<file path="config.mk">
export PLATFORM = sky130hd
export DESIGN_NAME = dht11_read_scheduler
export DESIGN_NICKNAME = d
export VERILOG_FILES = /design/src/rtl/dht11_read_scheduler.sv
export SDC_FILE = /design/constraint.sdc
export NUM_CORES = 1
export LEC_CHECK = 0
export CORE_MARGIN = 2
export CORE_UTILIZATION = 45
export DETAILED_ROUTE_END_ITERATION = 8
export DONT_BUFFER_PORTS = 1
export PLACE_DENSITY = 0.58
export SLEW_MARGIN = 20
export SYNTH_ARGS = -nofsm -noshare
export SYNTH_HDL_FRONTEND = slang
export SYNTH_SLANG_ARGS = --single-unit
</file>
<file path="constraint.sdc">
create_clock -name clk_i -period 11.1 [get_ports clk_i]
set_clock_uncertainty 0.1 [all_clocks]
set_input_delay 2.22 -clock clk_i [delete_from_list [all_inputs] [get_ports clk_i]]
set_output_delay 2.22 -clock clk_i [all_outputs]
set_load 0.03 [all_outputs]
</file>
<file path="src/rtl/dht11_read_scheduler.sv">
// DHT11 read scheduler: periodic read requests, timeout/checksum validation with retry back-off,
// last-good reading hold and display-select toggle. Optional plausibility filter: DHT11_RANGE_CHECK_EN.

module dht11_read_scheduler #(
   parameter int unsigned READ_PERIOD_CYC = 100_000_000,
   parameter int unsigned TIMEOUT_CYC     = 2_500_000,
   parameter int unsigned RETRY_GAP_CYC   = 50_000_000,
   parameter int unsigned MAX_RETRY       = 3,
   parameter int unsigned DISP_CYC        = 134_217_728
) (
   input  logic        clk_i,
   input  logic        rst_i,
   input  logic        en_i,
   output logic        start_o,
   input  logic        done_i,
   input  logic [39:0] frame_i,
   output logic [7:0]  temp_o,
   output logic [7:0]  hum_o,
   output logic        valid_o,
   output logic        upd_o,
   output logic        err_o,
   output logic [7:0]  fail_cnt_o,
   output logic        disp_sel_o
);

   localparam int unsigned T_MAX_A = (READ_PERIOD_CYC > TIMEOUT_CYC) ? READ_PERIOD_CYC : TIMEOUT_CYC;
   localparam int unsigned T_MAX   = (T_MAX_A > RETRY_GAP_CYC) ? T_MAX_A : RETRY_GAP_CYC;
   localparam int unsigned TW      = $clog2(T_MAX + 1);
   localparam int unsigned DW      = (DISP_CYC > 1) ? $clog2(DISP_CYC) : 1;

   localparam logic [TW-1:0] PERIOD_LAST  = TW'(READ_PERIOD_CYC - 1);
   localparam logic [TW-1:0] TIMEOUT_LAST = TW'(TIMEOUT_CYC - 1);
   localparam logic [TW-1:0] GAP_LAST     = TW'(RETRY_GAP_CYC - 1);
   localparam logic [DW-1:0] DISP_LAST    = DW'(DISP_CYC - 1);
   localparam logic [3:0]    RETRY_LIMIT  = 4'(MAX_RETRY);

   typedef enum logic [2:0] {
      IDLE,
      WAIT_PERIOD,
      START,
      WAIT_DONE,
      CHECK,
      BACKOFF
   } state_t;

   state_t          state_q;
   logic [TW-1:0]   timer_q;
   logic [3:0]      retry_q;
   logic [3:0]      retry_inc;
   logic [39:0]     frame_p1;
   logic            frame_good;
   logic            timed_out;
   logic            attempt_failed;
   logic            retry_exhausted;
   logic [DW-1:0]   disp_cnt_q;

   function automatic logic [7:0] sat_inc8(input logic [7:0] v);
      return (v == 8'hFF) ? v : v + 8'd1;
   endfunction

   function automatic logic csum_ok(input logic [39:0] f);
      logic [7:0] s;
      s = f[39:32] + f[31:24] + f[23:16] + f[15:8];
      return s == f[7:0];
   endfunction

`ifdef DHT11_RANGE_CHECK_EN
   // Plausible DHT11 readings: humidity 0..95 %, temperature 0..60 C, no fractional part.
   function automatic logic range_ok(input logic [39:0] f);
      return (f[39:32] <= 8'd95) && (f[23:16] <= 8'd60) &&
             (f[31:24] == 8'd0) && (f[15:8] == 8'd0);
   endfunction

   assign frame_good = csum_ok(frame_p1) && range_ok(frame_p1);
`else
   assign frame_good = csum_ok(frame_p1);
`endif

   // A done pulse on the timeout cycle still counts as an answer.
   assign timed_out       = (state_q == WAIT_DONE) && !done_i && (timer_q == TIMEOUT_LAST);
   assign attempt_failed  = timed_out || ((state_q == CHECK) && !frame_good);
   assign retry_inc       = retry_q + 4'd1;
   assign retry_exhausted = (retry_inc >= RETRY_LIMIT);

   // Stage p1: frame captured on done, checked in CHECK the following cycle.
   always_ff @(posedge clk_i) begin
      if (en_i && (state_q == WAIT_DONE) && done_i) begin
         frame_p1 <= frame_i;
      end
   end

   always_ff @(posedge clk_i) begin
      if (rst_i) begin
         state_q    <= IDLE;
         timer_q    <= '0;
         retry_q    <= '0;
         start_o    <= 1'b0;
         upd_o      <= 1'b0;
         valid_o    <= 1'b0;
         err_o      <= 1'b0;
         temp_o     <= '0;
         hum_o      <= '0;
         fail_cnt_o <= '0;
      end else begin
         start_o <= 1'b0;
         upd_o   <= 1'b0;
         if (!en_i) begin
            state_q <= IDLE;
            timer_q <= '0;
            retry_q <= '0;
         end else if (attempt_failed) begin
            fail_cnt_o <= sat_inc8(fail_cnt_o);
            timer_q    <= '0;
            if (retry_exhausted) begin
               err_o   <= 1'b1;
               valid_o <= 1'b0;
               retry_q <= '0;
               state_q <= WAIT_PERIOD;
            end else begin
               retry_q <= retry_inc;
               state_q <= BACKOFF;
            end
         end else begin
            case (state_q)
               IDLE: begin
                  timer_q <= '0;
                  state_q <= WAIT_PERIOD;
               end
               WAIT_PERIOD: begin
                  if (timer_q == PERIOD_LAST) begin
                     timer_q <= '0;
                     start_o <= 1'b1;
                     state_q <= START;
                  end else begin
                     timer_q <= timer_q + TW'(1);
                  end
               end
               START: begin
                  timer_q <= '0;
                  state_q <= WAIT_DONE;
               end
               WAIT_DONE: begin
                  if (done_i) begin
                     state_q <= CHECK;
                  end else begin
                     timer_q <= timer_q + TW'(1);
                  end
               end
               CHECK: begin
                  temp_o  <= frame_p1[23:16];
                  hum_o   <= frame_p1[39:32];
                  valid_o <= 1'b1;
                  err_o   <= 1'b0;
                  upd_o   <= 1'b1;
                  retry_q <= '0;
                  timer_q <= '0;
                  state_q <= WAIT_PERIOD;
               end
               BACKOFF: begin
                  if (timer_q == GAP_LAST) begin
                     timer_q <= '0;
                     start_o <= 1'b1;
                     state_q <= START;
                  end else begin
                     timer_q <= timer_q + TW'(1);
                  end
               end
               default: begin
                  timer_q <= '0;
                  state_q <= IDLE;
               end
            endcase
         end
      end
   end

   // Display alternation runs regardless of the scheduler enable.
   always_ff @(posedge clk_i) begin
      if (rst_i) begin
         disp_cnt_q <= '0;
         disp_sel_o <= 1'b0;
      end else if (disp_cnt_q == DISP_LAST) begin
         disp_cnt_q <= '0;
         disp_sel_o <= ~disp_sel_o;
      end else begin
         disp_cnt_q <= disp_cnt_q + DW'(1);
      end
   end

endmodule

</file>
* After elaboration in Yosys (flattened, before gate mapping) *
Cells that the tools add are included.

storage, ports and cells
  bits in registers = 130
  logic and storage cells = 82
  input bits = 44

operators by class
  bitwise logic cells = 4
  magnitude comparators = 1
  multiplexer cells = 23
  equal/unequal tests = 16
  reductions and logical operators = 18
  add/sub/neg operators = 7

operators with widths
  kind                     number
  $mux W27                 3
  $pmux W27 S3             1
  $add A27 B1 Y27 const B  2
  $eq A27 B27 Y1 const B   2
  $eq A27 B22 Y1 const B   1
  $eq A27 B26 Y1 const B   1
  $add A8 B8 Y8            3
  $mux W3                  5
  $pmux W3 S5              1
  $mux W4                  3
  $reduce_and A3 Y1        4
  $mux W1                  9
  $ne A3 B3 Y1 const B     3
  $add A8 B1 Y8 const B    1
  $eq A8 B8 Y1             1
  $eq A8 B8 Y1 const B     1
  $eq A3 B2 Y1 const B     2
  $eq A3 B3 Y1 const B     2
  $reduce_or A2 Y1         3
  $logic_and A1 B1 Y1      5
  $add A4 B1 Y4 const B    1
  $ge A4 B2 Y1 const B     1
  $not A1 Y1               4
  $eq A3 B1 Y1 const B     1
  8 further kinds          9

* Depth between registers and ports, before layout *
  word-level depth = 9
  mapped depth = 15
  depth with buffers taken out = 13

* Least setup slack after synthesis *
No wires, ideal clock.

  path type = input to register
  from = in done_i
  to = reg fail_cnt_o[4]
  slack = 7120 ps
  arrival = 3757 ps
  buffers on the path = 0
  cell stages on the path = 7
  data required time = 10877 ps
  library setup time = 123 ps
  cell sequence = and4bb_1 -> nand2_1 -> nor4_4 -> o21a_1 -> o31ai_2 -> nor4b_1 -> mux2_1

on the way
  longest elaborated chain between the ends = 5

RTL lines
  element                            RTL line  RTL
  start, declared                    15        input logic done_i,
  $logic_not A1 Y1                   80        assign timed_out = (state_q == WAIT_DONE) && !done_i && (timer_q == TIMEOUT_LAST);
  $logic_and A1 B1 Y1 (2 in series)  80
  $logic_or A1 B1 Y1                 81        assign attempt_failed = timed_out || ((state_q == CHECK) && !frame_good);
  $reduce_and A3 Y1 (no line)        n/a
  end signal, assigned               112       fail_cnt_o <= sat_inc8(fail_cnt_o);
  end, declared                      22        output logic [7:0] fail_cnt_o,

Every way passes these cells.
A chain may end at the register's enable or synchronous reset.

* Worst setup path after layout *
  from = reg frame_p1[9]
  to = reg fail_cnt_o[4]

on the way
  longest elaborated chain between the ends = 6

RTL lines
  element                      RTL line  RTL
  start, declared              50        logic [39:0] frame_p1;
  start signal, assigned       88        frame_p1 <= frame_i;
  $add A8 B8 Y8                63        s = f[39:32] + f[31:24] + f[23:16] + f[15:8];
  $eq A8 B8 Y1                 64        return s == f[7:0];
  $logic_not A1 Y1             81
  $logic_and A1 B1 Y1          81
  $logic_or A1 B1 Y1           81
  $reduce_and A3 Y1 (no line)  n/a

Every way passes these cells.

==> impl_results.md <==
- Share of cells above drive strength 1: 0.0893
- Crit path time final: 4480 ps
- Grt peak-use layer: met2
- Drt initial violations: 180
- CP bufs+invs: 2
- Number of global-route vias before repair: 3761
- Setup CP Type: reg2reg
- Peak Freq: 223 MHz
- Mapped Area: 5850 um2
- Initial antenna violation count: 0
- Yosys warning count: 0
- Final setup TNS: 0 ps
- Max_slew headroom: 0.387
- Vias per inst: 5.09
- M3 GR Usage: 0.0654
- Antenna cell count: 0
- Worst Setup End Kind: flop
- Worst Path Arrival: 4680 ps
- CP Max Fanout: 14
- Worst hold slack: 357 ps
- Area growth from synthesis to layout: 13.7%
- Total gr overflow: 0
- Period Utilization, post-route: 0.404
- Top FF cell, synth: dfxtp_1
- Net count after synthesis: 612
- GRT Total Usage: 0.164
- Hold/Removal Path Class: reg2reg
- Post-layout net count: 617
- Rows: 41
- TritonRoute pass-1 iters: 4
- Most common cell in the netlist: nor2_1
- Max incr delay on CP: 800 ps
- Vias: 3724
- Post-DP HPWL: 7.45 mm
- GR Layer Usage met2: 0.263
- CTS buffer count: 17
- H-tree depth: 4
- EDFF count, synth: 40
- Met1 GRT Util: 0.201
- Crit path max-delay family: adder cells
- Ranking of synthesized cells by area: dfxtp_1 31%, edfxtp_1 21%, xor2_1 6.4%
- Die width: 118 um
- Post-synthesis average cell area: 10.8 um2
- Synth top area share: 0.308
- Worst-path clk slew: 50 ps
- Clock Latency Late Sink: 420 ps
- Slew Viols, Final: 0
- Core area: 12700 um2
- RSZ-0062 raised after global routing: no
- IO Pins: 73
- I/O Buffers: 0
- Top cell by count, worst path: fa_1
- Die height: 118 um
- Top cell type by total area after synthesis: dfxtp_1
- Slew @ Worst Pin: 914 ps
- Most instantiated cells after synthesis: 96 x nor2_1, 90 x dfxtp_1, 43 x xor2_1, 40 x edfxtp_1, 34 x nand2_1
- CP required: 11300 ps
- CTS Sinks: 130
- CP Cell Sequence: fa_1 > inv_1 > fa_1 > inv_1 > ha_1 > fa_1 > xnor2_1 > xnor2_1 > nor4_2 > o2111ai_2 > o31ai_2 > nor4b_1 > mux2_1
- Outcome: finished, final reports clean
- Largest net degree at the start of global routing: 41
- P per Cell Area: 165 nW/um2
- Drt total wl: 10.7 mm
- Flops & latches, synth: 130
- Sequential element share of the synthesized area: 0.513
- Number of distinct library cells after synthesis: 59
- # setup viols final: 0
- Worst vdd ir: 0.000146 V
- Routed Antenna Nets: 0
- # hold bufs at CTS: 0
- GPL Wtd Cong: 0.786
- Cells after synthesis: 542
- First-pass GRT wire length: 18.0 mm
- Final hold viol count: 0
- TritonCTS clock tree: built
- Routed len/inst: 14.6 um
- Clock tree buffer depth: 2
- Startpoint types: flop
- Die ar.: 13900 um2
- Initial Util: 0.462
- PostCTS Resize Cnt: 0
- Slowest CP cell: o31ai_2
- Number of post-CTS setup repair buffers: 0
- Asr flop ratio synth: 0
- Post-route DRC: 0
- Root Driver: clkbuf_16
- Leakage Power: 2.36 nW
- Max cap viols: 0
-- report_power, final --
part	internal, mW	switching, mW
logic	0.00263	0.00472
clock network	0.397	0.198
registers	0.491	0.00196
-- cells in the final DEF (no fill, tap or decap), types with 14 or more instances in the layout --
master / count
nand4_1: 14
nand3_1: 20
inv_1: 20
nor2_1: 96
fa_1: 14
nand2_1: 34
xor2_1: 43
xnor2_1: 21
dfxtp_1: 90
clkbuf_16: 18
edfxtp_1: 40
mux2i_1: 16
-- flip-flops by register name, indices dropped and copies added, names as in the netlist --
name,cells
disp_cnt_q,27
state_q,3
frame_p1,40
disp_sel_o,1
timer_q,27
upd_o,1
valid_o,1
fail_cnt_o,8
retry_q,4
err_o,1
temp_o,8
hum_o,8
start_o,1
-- cell families (layout without fill, tap and decap cells) --
group                    count (synthesis)  after routing  share of synthesized area
adder cells (fa/ha/maj)                 26             26                     0.0735
multiplexers                            19             19                     0.0338
XOR/XNOR                                67             67                      0.106
AO/OA/AOI/OAI                           36             36                     0.0459
buffers and inverters                   35             53                     0.0267
AND/OR/NAND/NOR                        229            229                      0.201
flip-flops                             130            130                      0.513
-- per-layer routing --
layer | vias to the layer above | share of wire
met1 | 1771 | 0.45
met3 | 7 | 0.043
met5 | - | 0
met2 | 58 | 0.49
met4 | 0 | 0.0093
li1 | 1888 | -
-- path summary, 6_finish.rpt --
path | start | to | slack [ps] | cells after the start
setup / recovery | frame_p1[9] | fail_cnt_o[4] | 6620 | 13
hold / removal | disp_cnt_q[0] | disp_cnt_q[0] | 360 | 1
setup reg to reg | frame_p1[9] | fail_cnt_o[4] | 6620 | 13
hold reg to reg | disp_cnt_q[0] | disp_cnt_q[0] | 360 | 1
-- cell type report --
class | count | area [um2]
Clock buffer | 25 | 527
Clock inverter | 7 | 118
Fill cell | 1125 | 6010
Inverter | 20 | 75.1
Multi-Input combinational cell | 377 | 2710
Sequential cell | 130 | 3000
Tap cell | 172 | 215
Timing Repair Buffer | 1 | 7.51
-- metrics by stage --
stage                     setup slack [ps]  instances  power, mW  cell area [um2]   util
after global placement                6630        700      0.510             6000  0.474
after detailed placement              6590        700      0.510             6010  0.475
after floorplan                       7120        542      0.510             5850      -
after CTS                             6560        732       1.11             6660  0.525
final                                 6620        732       1.10             6660  0.525
after global routing                  6270        732       1.13             6660  0.525
(Power assumes the default switching activity.)
